--- src/rtl/uart_alu_if_pkg.sv ---
// Shared definitions for the UART <-> ALU host endpoint:
// FSM state encoding and the opcode set understood by the ALU.
package uart_alu_if_pkg;

  // Frame sequencing states. SEND_CK is only reachable when the
  // checksum byte is built in.
  typedef enum logic [2:0] {
    GET_A   = 3'd0,
    GET_B   = 3'd1,
    GET_OP  = 3'd2,
    EXEC    = 3'd3,
    SEND    = 3'd4,
    SEND_CK = 3'd5
  } state_t;

  // ALU opcodes (MIPS funct-style encoding)
  localparam logic [5:0] ADD = 6'h20;
  localparam logic [5:0] SUB = 6'h22;
  localparam logic [5:0] AND = 6'h24;
  localparam logic [5:0] OR  = 6'h25;
  localparam logic [5:0] XOR = 6'h26;
  localparam logic [5:0] NOR = 6'h27;
  localparam logic [5:0] SRA = 6'h03;
  localparam logic [5:0] SRL = 6'h02;

endpackage

--- src/rtl/uart_alu_if.sv ---
// Host-side UART endpoint: pops a 3-byte frame (A, B, opcode) from the
// receive FIFO, presents the fields to an external ALU, captures the
// result and pushes it to the transmit FIFO.
// Optional: define UART_ALU_IF_CHKSUM_EN to follow each result byte with
// a checksum byte (A ^ B ^ op ^ result).
module uart_alu_if
  import uart_alu_if_pkg::*;
#(
  parameter int DBIT = 8,
  parameter int OP_W = 6
) (
  input  logic            clk,
  input  logic            reset,
  input  logic            rx_empty,
  input  logic [DBIT-1:0] r_data,
  output logic            rd_uart,
  input  logic            tx_full,
  output logic            wr_uart,
  output logic [DBIT-1:0] w_data,
  output logic [DBIT-1:0] alu_a,
  output logic [DBIT-1:0] alu_b,
  output logic [OP_W-1:0] alu_op,
  input  logic [DBIT-1:0] alu_res,
  output logic            busy,
  output logic [7:0]      frame_cnt
);

  state_t          state, state_nxt;
  logic [DBIT-1:0] res_q;
`ifdef UART_ALU_IF_CHKSUM_EN
  logic [DBIT-1:0] chk_q;
`endif

  // State register
  always_ff @(posedge clk) begin
    if (reset) state <= GET_A;
    else       state <= state_nxt;
  end

  // Next-state and FIFO handshakes; each handshake only fires when the
  // state owns it and the FIFO allows it.
  always_comb begin
    state_nxt = state;
    rd_uart   = 1'b0;
    wr_uart   = 1'b0;
    case (state)
      GET_A: if (!rx_empty) begin
        rd_uart   = 1'b1;
        state_nxt = GET_B;
      end
      GET_B: if (!rx_empty) begin
        rd_uart   = 1'b1;
        state_nxt = GET_OP;
      end
      GET_OP: if (!rx_empty) begin
        rd_uart   = 1'b1;
        state_nxt = EXEC;
      end
      EXEC: state_nxt = SEND;
      SEND: if (!tx_full) begin
        wr_uart   = 1'b1;
`ifdef UART_ALU_IF_CHKSUM_EN
        state_nxt = SEND_CK;
`else
        state_nxt = GET_A;
`endif
      end
`ifdef UART_ALU_IF_CHKSUM_EN
      SEND_CK: if (!tx_full) begin
        wr_uart   = 1'b1;
        state_nxt = GET_A;
      end
`endif
      default: state_nxt = GET_A;
    endcase
    // No FIFO traffic while reset is held
    if (reset) begin
      rd_uart = 1'b0;
      wr_uart = 1'b0;
    end
  end

  // Operand/result capture and completed-frame counter
  always_ff @(posedge clk) begin
    if (reset) begin
      alu_a     <= '0;
      alu_b     <= '0;
      alu_op    <= '0;
      res_q     <= '0;
      frame_cnt <= '0;
`ifdef UART_ALU_IF_CHKSUM_EN
      chk_q     <= '0;
`endif
    end else begin
      if (rd_uart && state == GET_A)  alu_a  <= r_data;
      if (rd_uart && state == GET_B)  alu_b  <= r_data;
      if (rd_uart && state == GET_OP) alu_op <= r_data[OP_W-1:0];
      if (state == EXEC) begin
        res_q <= alu_res;
`ifdef UART_ALU_IF_CHKSUM_EN
        chk_q <= alu_a ^ alu_b ^ DBIT'(alu_op) ^ alu_res;
`endif
      end
`ifdef UART_ALU_IF_CHKSUM_EN
      if (wr_uart && state == SEND_CK) frame_cnt <= frame_cnt + 8'd1;
`else
      if (wr_uart) frame_cnt <= frame_cnt + 8'd1;
`endif
    end
  end

  // Transmit byte always comes straight from a register so it is stable
  // across a tx_full stall.
`ifdef UART_ALU_IF_CHKSUM_EN
  assign w_data = (state == SEND_CK) ? chk_q : res_q;
`else
  assign w_data = res_q;
`endif

  assign busy = (state != GET_A);

endmodule

--- config.mk ---
export PLATFORM = sky130hd
export DESIGN_NAME = uart_alu_if
export DESIGN_NICKNAME = d
export VERILOG_FILES = /design/src/rtl/uart_alu_if_pkg.sv /design/src/rtl/uart_alu_if.sv
export SDC_FILE = /design/constraint.sdc
export NUM_CORES = 1
export LEC_CHECK = 0
export CAP_MARGIN = 5
export CORE_ASPECT_RATIO = 0.6
export CORE_MARGIN = 2
export CORE_UTILIZATION = 39
export CTS_CLUSTER_SIZE = 10
export DETAILED_ROUTE_END_ITERATION = 16
export GPL_TIMING_DRIVEN = 0
export PLACE_DENSITY = 0.85
export SLEW_MARGIN = 15
export SYNTH_ARGS = -nofsm -noshare
export SYNTH_HDL_FRONTEND = slang
export SYNTH_SLANG_ARGS = --single-unit
--- constraint.sdc ---
create_clock -name clk -period 1.8 [get_ports clk]
set_input_delay 0.45 -clock clk [delete_from_list [all_inputs] [get_ports clk]]
set_output_delay 0.45 -clock clk [all_outputs]
set_load 0.02 [all_outputs]
==> impl_metrics.ini <==
[run_status]
status = complete, but fails checks
failed_checks = negative setup slack

[global_route]
grt_pass1_wl_um = 6840
track_usage_pct = 18.8
grt_pass1_vias = 1406
grt_overflow = 0
antenna_found_initial = 0
grt_max_degree = 14

[synth]
synth_top_area_share_pct = 48.8
synth-seq-cells = 41
synth-async-reset-ratio_pct = 0
synthTopCellsByCount = dfxtp_1 (41), a21oi_1 (29), o21ai_0 (24), nand3_1 (23), nor2_1 (14)
yosys-top-cells-area = dfxtp_1 (49%), a21oi_1 (8.6%), o21ai_0 (7.1%)
synth.distinct_cells = 30
yosysSeqAreaShare_pct = 48.8
syn-num-nets = 214
yosys_warnings = 0
avgSynthCellArea_um2 = 8.71
synth_edf_count = 0
synth_ff_type = dfxtp_1
syn_area_um2 = 1680
synth_most_common_cell = dfxtp_1
syn_inst = 193
yosysTopAreaCell = dfxtp_1

[cts]
cts_made_buffers = 5
clock-sinks = 41
h-tree-depth = 2
cts_hold_buf = 0
root_buffer = clkbuf_8
clockBufferDepth = 2
cts_tree = yes
clk_latency_ps = 300
path_clk_slew_ps = 90

[layout]
final_util_pct = 62.0
post_route_cells_drive_above_1_share_pct = 13.3
nFillCells = 367
stdcell_area_um2 = 2550
fin_nets = 284
register_area_um2 = 825
multi_input_area_um2 = 830
syn2layout_area_growth_pct = 51.9
antennaDiodeCount = 0

[timing]
fmax_mhz = 510
maxSlewViolCount = 0
setup_viol = 2
post-route-period-util_pct = 109
tns_ps = -192
fin_ws_ps = -160
skew_ps = 8.87
worstMarginPinSlew_ps = 566
grt_setup_unrepaired = true
min_period_ps = 1960
whs_ps = 454
relSlewSlack_pct = 62.3
hold_viol_final = 0

[route]
routedWlPerCell_um = 13.5
routed_wl_um = 4370
ant_nets = 0
first_pass_iters = 4
via_per_inst = 5.11
drtIter0Drc = 112
drcViolationCount = 0
vias = 1657

[critical_path]
r2r_end = frame_cnt[7]
reg2reg_slack_ps = 10
worstSetupEndpoint = wr_uart
startpoint = state[1]
reg2reg_depth = 5
critical_path.max_fanout = 3
cp_cell_sequence = or4b_4, buf_8, nor2_4, buf_6
critPathSlowestCell = or4b_4
startpoint_type = flop
slowest_delay_ps = 530
r2r_start = state[1]
endpoint_kind = output port
crit_type = reg2out
arrival_ps = 1510
required_ps = 1350

[placement]
gp_congestion = 0.855
dp_slack_ps = -1010
hpwl_um = 3160
dpl_cell_area_um2 = 2370
io_buffers = 60

[floorplan]
dieArea_um2 = 4870
rows = 18
die_y_um = 54.9
floorplan.initialDensity_pct = 40.8
coreArea_um2 = 4120
fp.dieW_um = 88.8
io_pins = 61

[power_and_ir_drop]
power_leakage_uw = 0.000997
clockPowerShare_pct = 33.5
pwr-share-seq_pct = 52.2
p_comb_share_pct = 14.4
pwr_density_cell_nw_per_um2 = 704
power.internal_uw = 1320
switching_share_pct = 26.8
ir_drop_mv = 0.436
p_sw_uw = 482

[worst_hold_path]
hold_class = in2reg

[run]
drv_cap = 0
[worst min path at each step]
stage,start,endpoint,cells after the start
after floorplan,alu_a[0],alu_a[0],2
after global placement,alu_b[5],alu_b[5],2
after detailed placement,alu_b[6],alu_b[6],2
after CTS,tx_full,state[2],3
after global routing,tx_full,state[2],3
final,tx_full,state[2],3
[cell families (layout without fill, tap and decap cells)]
| logic type | count (synthesis) | in the layout | synth area share [%] |
|---|---|---|---|
| fa+ha+maj | 1 | 1 | 0.744 |
| flops | 41 | 41 | 48.8 |
| buf+inv | 20 | 91 | 4.99 |
| mux | 10 | 10 | 6.03 |
| xor+xnor | 1 | 1 | 0.521 |
| compound gates | 59 | 59 | 18.7 |
| simple gates | 61 | 61 | 20.2 |
[state kept, by name (all words and copies together) (netlist names)]
register	flops
w_data	8
alu_b	8
frame_cnt	8
alu_op	6
alu_a	8
state	3
[cell usage in the layout, fill, tap and decap left out, types with 2 or more instances in the layout]
cell,netlist,routed
clkdlybuf4s50_1,0,49
dfxtp_1,41,40
a21oi_1,29,29
o21ai_0,24,24
nand3_1,23,23
nor2_1,14,12
mux2i_1,9,9
clkbuf_8,0,6
buf_4,0,6
clkbuf_1,11,6
inv_1,5,4
or4_1,5,4
o31ai_1,4,4
dlygate4sd2_1,0,4
clkinvlp_4,0,3
nand2_1,3,3
buf_2,1,3
dlymetal6s2s_1,0,3
nor2_4,0,2
clkbuf_2,0,2
nand3b_1,2,2
or3_1,2,2
nand4_1,2,2
nor2b_1,2,2
[power groups by stage]
| stage | combinational, µW | clock (µW) | sequential (µW) |
|---|---|---|---|
| finish | 258 | 602 | 938 |
| global route | 280 | 658 | 940 |
| CTS | 253 | 613 | 938 |
| detailed placement | 240 | 0 | 960 |
| global placement | 237 | 0 | 960 |
| floorplan | 99.5 | 0 | 980 |
[worst max-delay path, delay by kind of cell, from the launching register on]
kind,cells,cell delay [ps]
buf+inv,2,260
simple gates,2,600
flops,1,350
[through the flow]
step,total power [µW],instances
2_1_floorplan,1080,193
3_3_place_gp,1200,313
3_5_place_dp,1200,313
4_1_cts,1800,325
5_1_grt,1880,324
6_report,1800,324
[area by class of cell]
type	instances	area share (%)
multi-input cells	132	32.5
flip-flops and latches	41	32.3
repair buffers	64	24.6
plain buffers	14	3.38
well taps	60	2.94
clock buffers	6	2.84
inverters	5	0.882
clock inverters	2	0.588
[per-layer routing]
| layer | global-route usage (%) | routed length (µm) |
|---|---|---|
| met5 | 0 | 0 |
| met1 | 27.5 | 2190 |
| met4 | 6.06 | 51 |
| met2 | 26.9 | 1860 |
| met3 | 4.68 | 262 |
[what timing repair did]
action / in CTS / in global routing
buffers inserted: 4 / 0
endpoints found under the setup margin: 32 / 17
pin swaps: 3 / 1
gates resized for setup: 39 / 13
gates cloned: 0 / 0
No activity file was read; power rests on OpenSTA's default activity.
